File: src/rtl/audio_defs.sv
// -----------------------------------------------------------------------------
// audio_defs
//   Shared definitions for the stereo audio path: default channel sample width,
//   stereo frame width, and the encoding of the left/right pairing state.
//   The pairing states are plain localparam constants so that older blocks
//   can compare against them without depending on an enum type.
// -----------------------------------------------------------------------------
package audio_defs;

    // Default width of one channel sample, MSB-aligned.
    localparam int AUDIO_WIDTH = 32;

    // One stereo frame is a left sample followed by a right sample.
    localparam int FRAME_WIDTH = 2 * AUDIO_WIDTH;

    // Pairing state encoding.
    typedef logic [0:0] pair_state_t;
    localparam pair_state_t WAIT_L = 1'b0; // no left sample held
    localparam pair_state_t HAVE_L = 1'b1; // left sample waiting for its right partner

endpackage

File: src/rtl/sync_fifo.sv
// -----------------------------------------------------------------------------
// sync_fifo
//   Single-clock FIFO of fixed-width words with a sticky overflow flag.
//   depth must be a power of two (>= 2) so the pointers wrap by truncation.
//   The head word is shown combinationally on pop_data and reads as zero
//   while the FIFO is empty.
//
// Ports
//   sclk      in   clock, rising edge
//   reset_n   in   synchronous active-low reset
//   push      in   write push_data at the tail this cycle
//   push_data in   word to write
//   pop       in   remove the head word this cycle (ignored when empty)
//   pop_data  out  current head word (zero when empty)
//   level     out  number of words stored, 0..depth
//   overflow  out  sticky: a push was dropped because the FIFO was full
// -----------------------------------------------------------------------------
module sync_fifo #(
    parameter int width = 64,
    parameter int depth = 4
) (
    input  logic                     sclk,
    input  logic                     reset_n,
    input  logic                     push,
    input  logic [width-1:0]         push_data,
    input  logic                     pop,
    output logic [width-1:0]         pop_data,
    output logic [$clog2(depth):0]   level,
    output logic                     overflow
);

    localparam int ptr_w = $clog2(depth);
    localparam logic [ptr_w:0] full_level = (ptr_w + 1)'(depth);

    logic [width-1:0] mem [depth];
    logic [ptr_w-1:0] wr_ptr;
    logic [ptr_w-1:0] rd_ptr;
    logic [ptr_w:0]   level_q;
    logic             overflow_q;

    logic             empty;
    logic             full;
    logic             do_pop;
    logic             do_push;

    assign empty = (level_q == '0);
    assign full  = (level_q == full_level);

    // A pop frees a slot in the same cycle, so a push into a full FIFO
    // still succeeds when it coincides with a pop.
    assign do_pop  = pop & ~empty;
    assign do_push = push & (~full | do_pop);

    // NOTE: the storage array carries no reset; only pointers and level do.
    // Stale words are unreachable because the head is masked while empty,
    // and leaving the array unreset lets it map onto plain RAM.
    always_ff @(posedge sclk) begin
        if (do_push) begin
            mem[wr_ptr] <= push_data;
        end
    end

    // NOTE: sequential state uses non-blocking assignments so every register
    // samples the pre-edge values, independent of statement order.
    always_ff @(posedge sclk) begin
        if (!reset_n) begin
            wr_ptr     <= '0;
            rd_ptr     <= '0;
            level_q    <= '0;
            overflow_q <= 1'b0;
        end else begin
            if (do_push) begin
                wr_ptr <= wr_ptr + 1'b1;
            end
            if (do_pop) begin
                rd_ptr <= rd_ptr + 1'b1;
            end
            level_q <= level_q
                       + {{ptr_w{1'b0}}, do_push}
                       - {{ptr_w{1'b0}}, do_pop};
            if (push & ~do_push) begin
                overflow_q <= 1'b1;
            end
        end
    end

    assign pop_data = empty ? '0 : mem[rd_ptr];
    assign level    = level_q;
    assign overflow = overflow_q;

endmodule

File: src/rtl/stereo_sample_pairer.sv
// -----------------------------------------------------------------------------
// stereo_sample_pairer
//   Collects left/right channel samples from an upstream serial decoder,
//   pairs each left sample with the next right sample into a stereo frame,
//   and buffers the frames in a small FIFO for the downstream consumer.
//   Out-of-order samples are discarded with a one-cycle pair_error pulse;
//   an upstream framing error silently drops any partial frame.
//
// Ports
//   sclk        in   sole clock, rising edge
//   reset_n     in   synchronous active-low reset
//   in_valid    in   upstream has a channel sample
//   in_ready    out  sample accepted this cycle (low only during reset)
//   in_is_left  in   1 = left channel sample, 0 = right
//   in_audio    in   channel sample, MSB-aligned
//   in_error    in   upstream framing error level
//   out_valid   out  a stereo frame is at the FIFO head
//   out_ready   in   downstream consumes the head frame
//   out_left    out  left sample of the head frame
//   out_right   out  right sample of the head frame
//   fifo_level  out  frames stored, 0..fifo_depth
//   overflow    out  sticky: a frame was dropped because the FIFO was full
//   pair_error  out  one-cycle pulse on a channel-order violation
// -----------------------------------------------------------------------------
module stereo_sample_pairer
    import audio_defs::*;
#(
    parameter int audio_width = AUDIO_WIDTH,
    parameter int fifo_depth  = 4
) (
    input  logic                          sclk,
    input  logic                          reset_n,
    input  logic                          in_valid,
    output logic                          in_ready,
    input  logic                          in_is_left,
    input  logic [audio_width-1:0]        in_audio,
    input  logic                          in_error,
    output logic                          out_valid,
    input  logic                          out_ready,
    output logic [audio_width-1:0]        out_left,
    output logic [audio_width-1:0]        out_right,
    output logic [$clog2(fifo_depth):0]   fifo_level,
    output logic                          overflow,
    output logic                          pair_error
);

    localparam int frame_width = 2 * audio_width;

    pair_state_t              state;
    pair_state_t              state_next;
    logic [audio_width-1:0]   hold_left;
    logic [audio_width-1:0]   hold_left_next;
    logic                     pair_error_q;
    logic                     pair_error_next;

    logic                     accept;
    logic                     frame_push;
    logic [frame_width-1:0]   frame_data;
    logic [frame_width-1:0]   head_frame;

    // The block is always able to take a sample; only reset holds it off.
    assign in_ready = reset_n;
    assign accept   = in_valid & in_ready;

    // -------------------------------------------------------------------------
    // Pairing decision
    // -------------------------------------------------------------------------
    // NOTE: every signal driven here gets a default first, so no path through
    // the branches can leave it unassigned and infer a latch.
    always_comb begin
        state_next      = state;
        hold_left_next  = hold_left;
        pair_error_next = 1'b0;
        frame_push      = 1'b0;
        frame_data      = {hold_left, in_audio};

        if (in_error) begin
            // A framing error invalidates whatever is in flight; it is the
            // decoder's fault, not an ordering violation, so no pair_error.
            state_next     = WAIT_L;
            hold_left_next = '0;
        end else if (accept) begin
            case (state)
                WAIT_L: begin
                    if (in_is_left) begin
                        hold_left_next = in_audio;
                        state_next     = HAVE_L;
                    end else begin
                        pair_error_next = 1'b1;
                    end
                end
                HAVE_L: begin
                    if (in_is_left) begin
                        // A newer left sample replaces the orphaned one.
                        hold_left_next  = in_audio;
                        pair_error_next = 1'b1;
                    end else begin
                        frame_push = 1'b1;
                        state_next = WAIT_L;
                    end
                end
                default: begin
                    state_next = WAIT_L;
                end
            endcase
        end
    end

    always_ff @(posedge sclk) begin
        if (!reset_n) begin
            state        <= WAIT_L;
            hold_left    <= '0;
            pair_error_q <= 1'b0;
        end else begin
            state        <= state_next;
            hold_left    <= hold_left_next;
            pair_error_q <= pair_error_next;
        end
    end

    assign pair_error = pair_error_q;

    // -------------------------------------------------------------------------
    // Frame buffer
    // -------------------------------------------------------------------------
    sync_fifo #(
        .width (frame_width),
        .depth (fifo_depth)
    ) u_frame_fifo (
        .sclk      (sclk),
        .reset_n   (reset_n),
        .push      (frame_push),
        .push_data (frame_data),
        .pop       (out_ready),
        .pop_data  (head_frame),
        .level     (fifo_level),
        .overflow  (overflow)
    );

    assign out_valid = (fifo_level != '0);
    assign out_left  = head_frame[frame_width-1:audio_width];
    assign out_right = head_frame[audio_width-1:0];

endmodule
File: config.mk
export PLATFORM = sky130hd
export DESIGN_NAME = stereo_sample_pairer
export DESIGN_NICKNAME = d
export VERILOG_FILES = /design/src/rtl/audio_defs.sv /design/src/rtl/sync_fifo.sv /design/src/rtl/stereo_sample_pairer.sv
export SDC_FILE = /design/constraint.sdc
export NUM_CORES = 1
export LEC_CHECK = 0
export ABC_AREA = 0
export BUFFER_PORTS_ARGS = -buffer_cell sky130_fd_sc_hd__buf_2
export CORE_MARGIN = 10
export CORE_UTILIZATION = 59
export CTS_BUF_LIST = sky130_fd_sc_hd__clkbuf_16
export DETAILED_ROUTE_END_ITERATION = 12
export PLACE_DENSITY = 0.89
export SYNTH_ARGS = -nofsm -noshare
export SYNTH_HDL_FRONTEND = slang
export SYNTH_SLANG_ARGS = --single-unit
File: constraint.sdc
create_clock -name sclk -period 4 [get_ports sclk]
set_input_delay 0.4 -clock sclk [delete_from_list [all_inputs] [get_ports sclk]]
set_output_delay 0.4 -clock sclk [all_outputs]
set_load 0.1 [all_outputs]
==> results of run 1 <==
[state kept, by name (all words and copies together) (netlist names), named ones only]
signal and flops:
u_frame_fifo.mem 256, hold_left 32, u_frame_fifo.level 3, u_frame_fifo.rd_ptr 2
u_frame_fifo.wr_ptr 2, pair_error 1, state 1, u_frame_fifo.overflow 1
[logic make-up (layout without fill, tap and decap cells)]
group	after synthesis	count (layout)	share of synthesized area, %
XOR/XNOR	3	3	0.230
adder cells (fa/ha/maj)	8	8	0.940
flip-flops	300	300	74.9
buffers and inverters	42	172	2.46
other	0	2	0
multiplexers	69	69	13.2
AND/OR/NAND/NOR	152	152	6.81
AO/OA/AOI/OAI	34	34	1.54
[metal layers]
layer | global-route usage [%] | routed length, um
met2 | 29.5 | 11500
met3 | 3.25 | 1550
met5 | 0 | 0
met4 | 6.19 | 687
met1 | 23.0 | 9170
[cell usage in the layout (no fill, tap or decap), drive strengths merged, types with 2 or more instances in the layout]
cell / netlist / layout
inv: 7 / 10
dfxtp: 44 / 44
mux4: 64 / 64
edfxtp: 256 / 256
bufinv: 0 / 5
ha: 7 / 7
clkbuf: 15 / 29
and2: 72 / 72
diode: 0 / 2
nand2: 69 / 69
clkinv: 0 / 15
xnor2: 3 / 3
nor2: 2 / 2
a21oi: 32 / 32
buf: 20 / 113
nand2b: 2 / 2
mux2i: 5 / 5
[stage by stage]
stage / setup WS (ns) / std cells / util [%] / hold WS [ns] / cell area (um2)
floorplan: 0.465 / 608 / - / 0.460 / 11400
global placement: 1.51 / 946 / 64.2 / 0.463 / 12100
detailed placement: 1.41 / 946 / 64.2 / 0.471 / 12100
CTS: 0.933 / 998 / 69.3 / 0.0857 / 13100
global route: 0.831 / 999 / 69.3 / 0.0891 / 13100
finish: 1.00 / 1000 / 69.3 / 0.0971 / 13100
[worst paths after layout]
kind / from / end / slack, ns / cells past startpoint
max reg2reg: u_frame_fifo.level[1] / u_frame_fifo.level[2] / 1.58 / 9
min: in_audio[2] / u_frame_fifo.mem[2][2] / 0.1 / 1
max: flop / out_right[0] / 1.00 / 4
min reg2reg: u_frame_fifo.overflow / u_frame_fifo.overflow / 0.49 / 1
[final cells by class]
cell class | count | area [um2]
inverter | 7 | 26.3
clock inverter | 23 | 231
timing repair buffer | 113 | 591
clock buffer | 29 | 726
tap | 260 | 325
fill | 1137 | 5800
multi-input combinational | 266 | 2620
antenna | 2 | 5.00
sequential | 300 | 8580
==> impl_metrics.json, run 1 <==
{
  "status": "complete, no violations",
  "final_layout_size_suffix_gt1_share_pct": 30.1,
  "worstPathMaxFanout": 20,
  "first_pass_iters": 5,
  "synth-edff-count": 256,
  "detail_route.wl_per_cell_um": 22.9,
  "cp_slowest_cell": "dfxtp_4",
  "die_w_um": 159,
  "clk_latency_ns": 0.54,
  "synthCells": 608,
  "period_minus_slack_ns": 3.00,
  "path_delay_family": "buffers and inverters",
  "worstPathArrival_ns": 2.60,
  "synth_top_area_cell": "edfxtp_1",
  "synth.top_cells.by_count": "edfxtp_1, and2_1, nand2_1, mux4_2, dfxtp_1",
  "postCtsHoldBufs": 0,
  "dp_hpwl_um": 12800,
  "fin_nets": 763,
  "setup.worst_path.class": "flop to primary output",
  "worst_pin_slew_ns": 1.01,
  "antenna_found_initial": 2,
  "cts_root_buffer": "clkbuf_16",
  "netlist.area_leader.share_pct": 67.2,
  "cp.required_ns": 3.60,
  "ios": 109,
  "grt_pass1_vias": 6227,
  "synthesis.nets": 654,
  "synth.distinct_cells": 30,
  "drt_iter0_drc": 479,
  "yosysMostFrequentCell": "edfxtp_1",
  "portBuffers": 108,
  "drv_cap": 0,
  "path_cells": "buf_4 -> mux4_1 -> and2_1 -> buf_2",
  "setup_viol": 0,
  "ys_seq_area_share_pct": 74.9,
  "grt_first_pass_wirelength_um": 35700,
  "grt_start_max_net_pins": 66,
  "grt_overflow": 0,
  "synthToLayoutAreaGrowth_pct": 14.4,
  "syn-cell-area_um2": 11400,
  "clkTransAtPathRegs_ns": 0.06,
  "fin_crit_sh_pct": 74.9,
  "wirelength_um": 22900,
  "hp-class": "input pin to flop",
  "drc": 0,
  "fp-row-count": 50,
  "setup_tns_ns": 0,
  "routed-via-count": 5819,
  "ant_nets": 0,
  "fmax_ghz": 0.334,
  "maxSlewViolCount": 0,
  "postCtsSetupBuffers": 0,
  "relSlewSlack_pct": 32.6,
  "dieArea_um2": 25400,
  "synth_seq_cells": 300,
  "cts_tree": "done",
  "endpoint_kind": "primary output",
  "hold_violations": 0,
  "htreeDepth": 1,
  "grt_use_total_pct": 17.7,
  "cts.sinks": 300,
  "synthArstFlopShare_pct": 0,
  "yosysWarnings": 0,
  "start_util_pct": 60.6,
  "cts_max_path_buffers": 3,
  "path_buf_inv": 2,
  "place_congestion": 0.728,
  "fp.dieH_um": 159,
  "synth_area_leaders": "edfxtp_1, mux4_2, dfxtp_1",
  "cpPeakStageDelay_ns": 0.58,
  "cts_made_buffers": 29,
  "final.setup_skew_ns": 0.0108,
  "syn_area_per_cell_um2": 18.8,
  "viasPerCell": 5.82,
  "critPathLaunchType": "flop",
  "rsz0062_at_grt": "no",
  "core_um2": 18900,
  "ctsResizeCount": 0,
  "ys.flop_type": "edfxtp_1"
}
Power of run 1 is left out: the tool's default activity adds up to more than one toggle a clock period on the data nets, which glitch-free logic cannot reach.
==> inputs of run 2 (changes only) <==
--- a/config.mk
+++ b/config.mk
@@ -8,10 +8,10 @@
 export ABC_AREA = 0
 export BUFFER_PORTS_ARGS = -buffer_cell sky130_fd_sc_hd__buf_2
 export CORE_MARGIN = 10
-export CORE_UTILIZATION = 59
+export CORE_UTILIZATION = 53
 export CTS_BUF_LIST = sky130_fd_sc_hd__clkbuf_16
 export DETAILED_ROUTE_END_ITERATION = 12
-export PLACE_DENSITY = 0.89
+export PLACE_DENSITY = 0.85
 export SYNTH_ARGS = -nofsm -noshare
 export SYNTH_HDL_FRONTEND = slang
 export SYNTH_SLANG_ARGS = --single-unit
==> constraint.sdc (replaced) <==
create_clock -name sclk -period 2.5 [get_ports sclk]
set_input_delay 0.25 -clock sclk [delete_from_list [all_inputs] [get_ports sclk]]
set_output_delay 0.25 -clock sclk [all_outputs]
set_load 0.1 [all_outputs]
==> impl_metrics.json, run 2 (synthesized netlist as in run 1, its figures left out) <==
{
  "status": "complete, no violations",
  "ios": 109,
  "first_pass_iters": 5,
  "cp.required_ns": 2.25,
  "worstPathArrival_ns": 2.19,
  "clkTransAtPathRegs_ns": 0.06,
  "setup.worst_path.class": "flop to primary output",
  "drv_cap": 0,
  "synthToLayoutAreaGrowth_pct": 22.0,
  "final.setup_skew_ns": 0.00654,
  "cts_made_buffers": 29,
  "ant_nets": 0,
  "largest_register_ffs": 256,
  "grt_first_pass_wirelength_um": 35800,
  "grt_start_max_net_pins": 66,
  "grt_overflow": 0,
  "drc": 0,
  "dieArea_um2": 27900,
  "path_delay_family": "multiplexers",
  "path_cells": "buf_16 -> mux4_2 -> and2_2 -> buf_4",
  "maxSlewViolCount": 0,
  "fp.dieH_um": 167,
  "cpPeakStageDelay_ns": 0.53,
  "worstPathMaxFanout": 19,
  "routed-via-count": 5892,
  "fin_nets": 813,
  "drt_iter0_drc": 353,
  "portBuffers": 108,
  "cp_slowest_cell": "mux4_2",
  "hp-class": "input pin to flop",
  "relSlewSlack_pct": 65.4,
  "path_buf_inv": 2,
  "viasPerCell": 5.54,
  "detail_route.wl_per_cell_um": 21.6,
  "top_register": "u_frame_fifo.mem",
  "grt_pass1_vias": 6449,
  "hold_violations": 0,
  "die_w_um": 167,
  "fillCellCount": 1353,
  "cts_root_buffer": "clkbuf_16",
  "core_um2": 21200,
  "postLayoutCellArea_um2": 14000,
  "rsz0062_at_grt": "yes",
  "start_util_pct": 54.1,
  "mostFrequentLayoutCell": "edfxtp_1",
  "final_cell_mix": "edfxtp_1, nand2_1, mux4_2",
  "place_area_um2": 12400,
  "period_minus_slack_ns": 2.44,
  "fp-row-count": 53,
  "antenna_found_initial": 1,
  "critPathLaunchType": "flop",
  "htreeDepth": 1,
  "wirelength_um": 23000,
  "whs_ns": 0.0193,
  "endpoint_kind": "primary output",
  "setup_viol": 0,
  "fmax_ghz": 0.411,
  "grt_use_total_pct": 16.0,
  "cts_max_path_buffers": 3,
  "cts.sinks": 300,
  "final_layout_size_suffix_gt1_share_pct": 32.7,
  "setup_tns_ns": 0,
  "clk_latency_ns": 0.52,
  "fin_crit_sh_pct": 97.4,
  "worst_pin_slew_ns": 0.512,
  "place_congestion": 0.778,
  "dp_hpwl_um": 13300,
  "cts_tree": "done"
}
run 2: timing repair:
action | in CTS | in global routing
setup endpoints to repair | 50 | 41
buffers inserted | 1 | 0
resized for setup | 19 | 94
hold endpoints to repair | 137 | 0
hold buffers | 33 | 0
gates cloned | 1 | 1
run 2: layout make-up:
| class | instances | area (um2) | share of cell area (%) |
|---|---|---|---|
| clock inverters | 23 | 238 | 1.70 |
| multi-input cells | 266 | 2630 | 18.8 |
| repair buffers | 163 | 1420 | 10.2 |
| well taps | 275 | 344 | 2.46 |
| clock buffers | 29 | 726 | 5.20 |
| flip-flops and latches | 300 | 8580 | 61.4 |
| diodes | 1 | 2.50 | 0.0179 |
| inverters | 7 | 26.3 | 0.188 |
run 2: metrics by stage:
stage	instances	setup slack [ns]	util (%)
after floorplan	608	0.0213	-
after global placement	975	0.199	58.5
after detailed placement	975	0.0887	58.5
after CTS	1062	0.00137	65.1
after global routing	1064	-0.00563	66.0
final	1064	0.0649	66.0
run 2: tightest hold or removal path: stages:
cell     delay, ns
buf_2         0.11
mux2i_1       0.07
nor2_1        0.07
run 2: worst paths after layout:
| path | slack [ns] | start | depth (start not counted) | to |
|---|---|---|---|---|
| worst max-delay path | 0.06 | flop | 4 | out_left[26] |
| worst min-delay path | 0.02 | in_is_left | 3 | state |
| worst max register to register | 0.12 | u_frame_fifo.level[1] | 9 | u_frame_fifo.level[2] |
| worst min register to register | 0.47 | u_frame_fifo.overflow | 1 | u_frame_fifo.overflow |
run 2: per-layer routing:
| metal | routed length, um | GRT usage, % |
|---|---|---|
| met5 | 0 | 0 |
| met4 | 535 | 5.38 |
| met3 | 1300 | 2.59 |
| met2 | 12200 | 28.4 |
| met1 | 9030 | 19.2 |
Power of run 2 is left out for the same reason.
==> inputs of run 3 (changes only) <==
--- a/config.mk
+++ b/config.mk
@@ -12,6 +12,7 @@
 export CTS_BUF_LIST = sky130_fd_sc_hd__clkbuf_16
 export DETAILED_ROUTE_END_ITERATION = 12
 export PLACE_DENSITY = 0.85
+export SETUP_SLACK_MARGIN = 0.1
 export SYNTH_ARGS = -nofsm -noshare
 export SYNTH_HDL_FRONTEND = slang
 export SYNTH_SLANG_ARGS = --single-unit
==> impl_metrics.json, run 3 (synthesized netlist as in run 1, its figures left out) <==
{
  "antenna_found_initial": 1,
  "placedCellCount": 975,
  "ios": 109,
  "final.setup_skew_ns": 0.00801,
  "portBuffers": 108,
  "die_w_um": 167,
  "grt_use_total_pct": 15.8,
  "cp.required_ns": 2.25,
  "ant_nets": 0,
  "wirelength_um": 24400,
  "path_cells": "buf_12 -> clkbuf_16 -> mux4_2 -> and2_1 -> buf_4",
  "dieArea_um2": 27900,
  "fp.dieH_um": 167,
  "cpPeakStageDelay_ns": 0.52,
  "setup_viol": 0,
  "cts.sinks": 300,
  "rr_endpoint": "u_frame_fifo.level[2]",
  "clk_latency_ns": 0.53,
  "place_congestion": 0.766,
  "final_layout_size_suffix_gt1_share_pct": 33.4,
  "maxSlewViolCount": 0,
  "drv_cap": 0,
  "fp-row-count": 53,
  "multi_input_area_um2": 2630,
  "cts_root_buffer": "clkbuf_16",
  "status": "complete, no violations",
  "worstPathMaxFanout": 9,
  "path_delay_family": "buffers and inverters",
  "path_buf_inv": 3,
  "relSlewSlack_pct": 40.2,
  "worstPathArrival_ns": 2.17,
  "fin_nets": 821,
  "hp-start": "in_is_left",
  "whs_endpoint": "state",
  "setup_tns_ns": 0,
  "detail_route.wl_per_cell_um": 22.7,
  "dp_hpwl_um": 13600,
  "drc": 0,
  "top_register": "u_frame_fifo.mem",
  "start_util_pct": 54.1,
  "grt_start_max_net_pins": 66,
  "rsz0062_at_grt": "yes",
  "clkTransAtPathRegs_ns": 0.06,
  "grt_pass1_vias": 6366,
  "fmax_ghz": 0.413,
  "r2r_cells": 9,
  "fin_crit_sh_pct": 96.9,
  "setup.worst_path.class": "flop to primary output",
  "synthToLayoutAreaGrowth_pct": 23.9,
  "fillCellCount": 1316,
  "drt_iter0_drc": 431,
  "fin_util_pct": 67.0,
  "instances_no_fill": 1073,
  "routed-via-count": 6000,
  "htreeDepth": 1,
  "regArea_um2": 8590,
  "grt_overflow": 0,
  "cts_tree": "done",
  "viasPerCell": 5.59,
  "largest_register_ffs": 256,
  "rr_startpoint": "u_frame_fifo.level[1]",
  "cp_slowest_cell": "mux4_2",
  "mostFrequentLayoutCell": "edfxtp_1",
  "final_cell_mix": "edfxtp_1, nand2_1, mux4_2",
  "grt_first_pass_wirelength_um": 35700,
  "endpoint_kind": "primary output",
  "cts_max_path_buffers": 3,
  "critPathLaunchType": "flop",
  "whs_ns": 0.0191,
  "hold_violations": 0,
  "core_um2": 21200,
  "hp-class": "input pin to flop",
  "first_pass_iters": 4,
  "min_path_cells": 3,
  "cts_made_buffers": 29,
  "worst_pin_slew_ns": 0.898,
  "period_minus_slack_ns": 2.42,
  "r2r_slack_ns": 0.23
}
## run 3: layout make-up
class	count	area share (%)
diodes	1	0.0177
well taps	275	2.43
inverters	7	0.185
flip-flops and latches	300	60.6
clock buffers	29	5.12
repair buffers	171	11.7
multi-input cells	266	18.6
clock inverters	24	1.43
## run 3: through the flow
step | instance area [um2] | setup WS, ns
after global placement | 12400 | 0.185
after detailed placement | 12400 | 0.0924
after floorplan | 11500 | 0.104
after global routing | 14200 | 0.0396
final | 14200 | 0.0766
after CTS | 13800 | 0.0480
## run 3: worst max path at each step
stage	cells past startpoint	from	end	slack [ns]
6_report	5	flop	out_right[29]	0.08
5_1_grt	5	flop	out_right[30]	0.04
4_1_cts	4	flop	out_left[27]	0.05
3_5_place_dp	9	u_frame_fifo.level[2]	u_frame_fifo.level[2]	0.09
3_3_place_gp	9	u_frame_fifo.level[2]	u_frame_fifo.level[2]	0.18
2_1_floorplan	10	u_frame_fifo.level[2]	u_frame_fifo.level[2]	0.10
## run 3: worst reg2reg max path, delay by kind of cell, from the launching register on
kind	cells	cell delay (ns)
flops	1	0.37
xor+xnor	1	0.14
fa+ha+maj	3	0.82
buf+inv	2	0.12
simple gates	3	0.72
## run 3: repair_timing
item / in CTS / in global routing
setup buffers: 4 / 3
resized for setup: 68 / 63
endpoints found under the setup margin: 65 / 53
cloned: 0 / 4
hold endpoints to repair: 146 / 0
hold buffers: 33 / 0
## run 3: per-layer routing
layer | up-vias | GRT usage (%) | part of all wire [%]
li1 | 2668 | - | -
met1 | 3118 | 19.8 | 40
met2 | 180 | 28.1 | 53
met3 | 34 | 2.64 | 4.7
met4 | 0 | 3.89 | 2.0
met5 | - | 0 | 0
Power of run 3 is left out for the same reason.
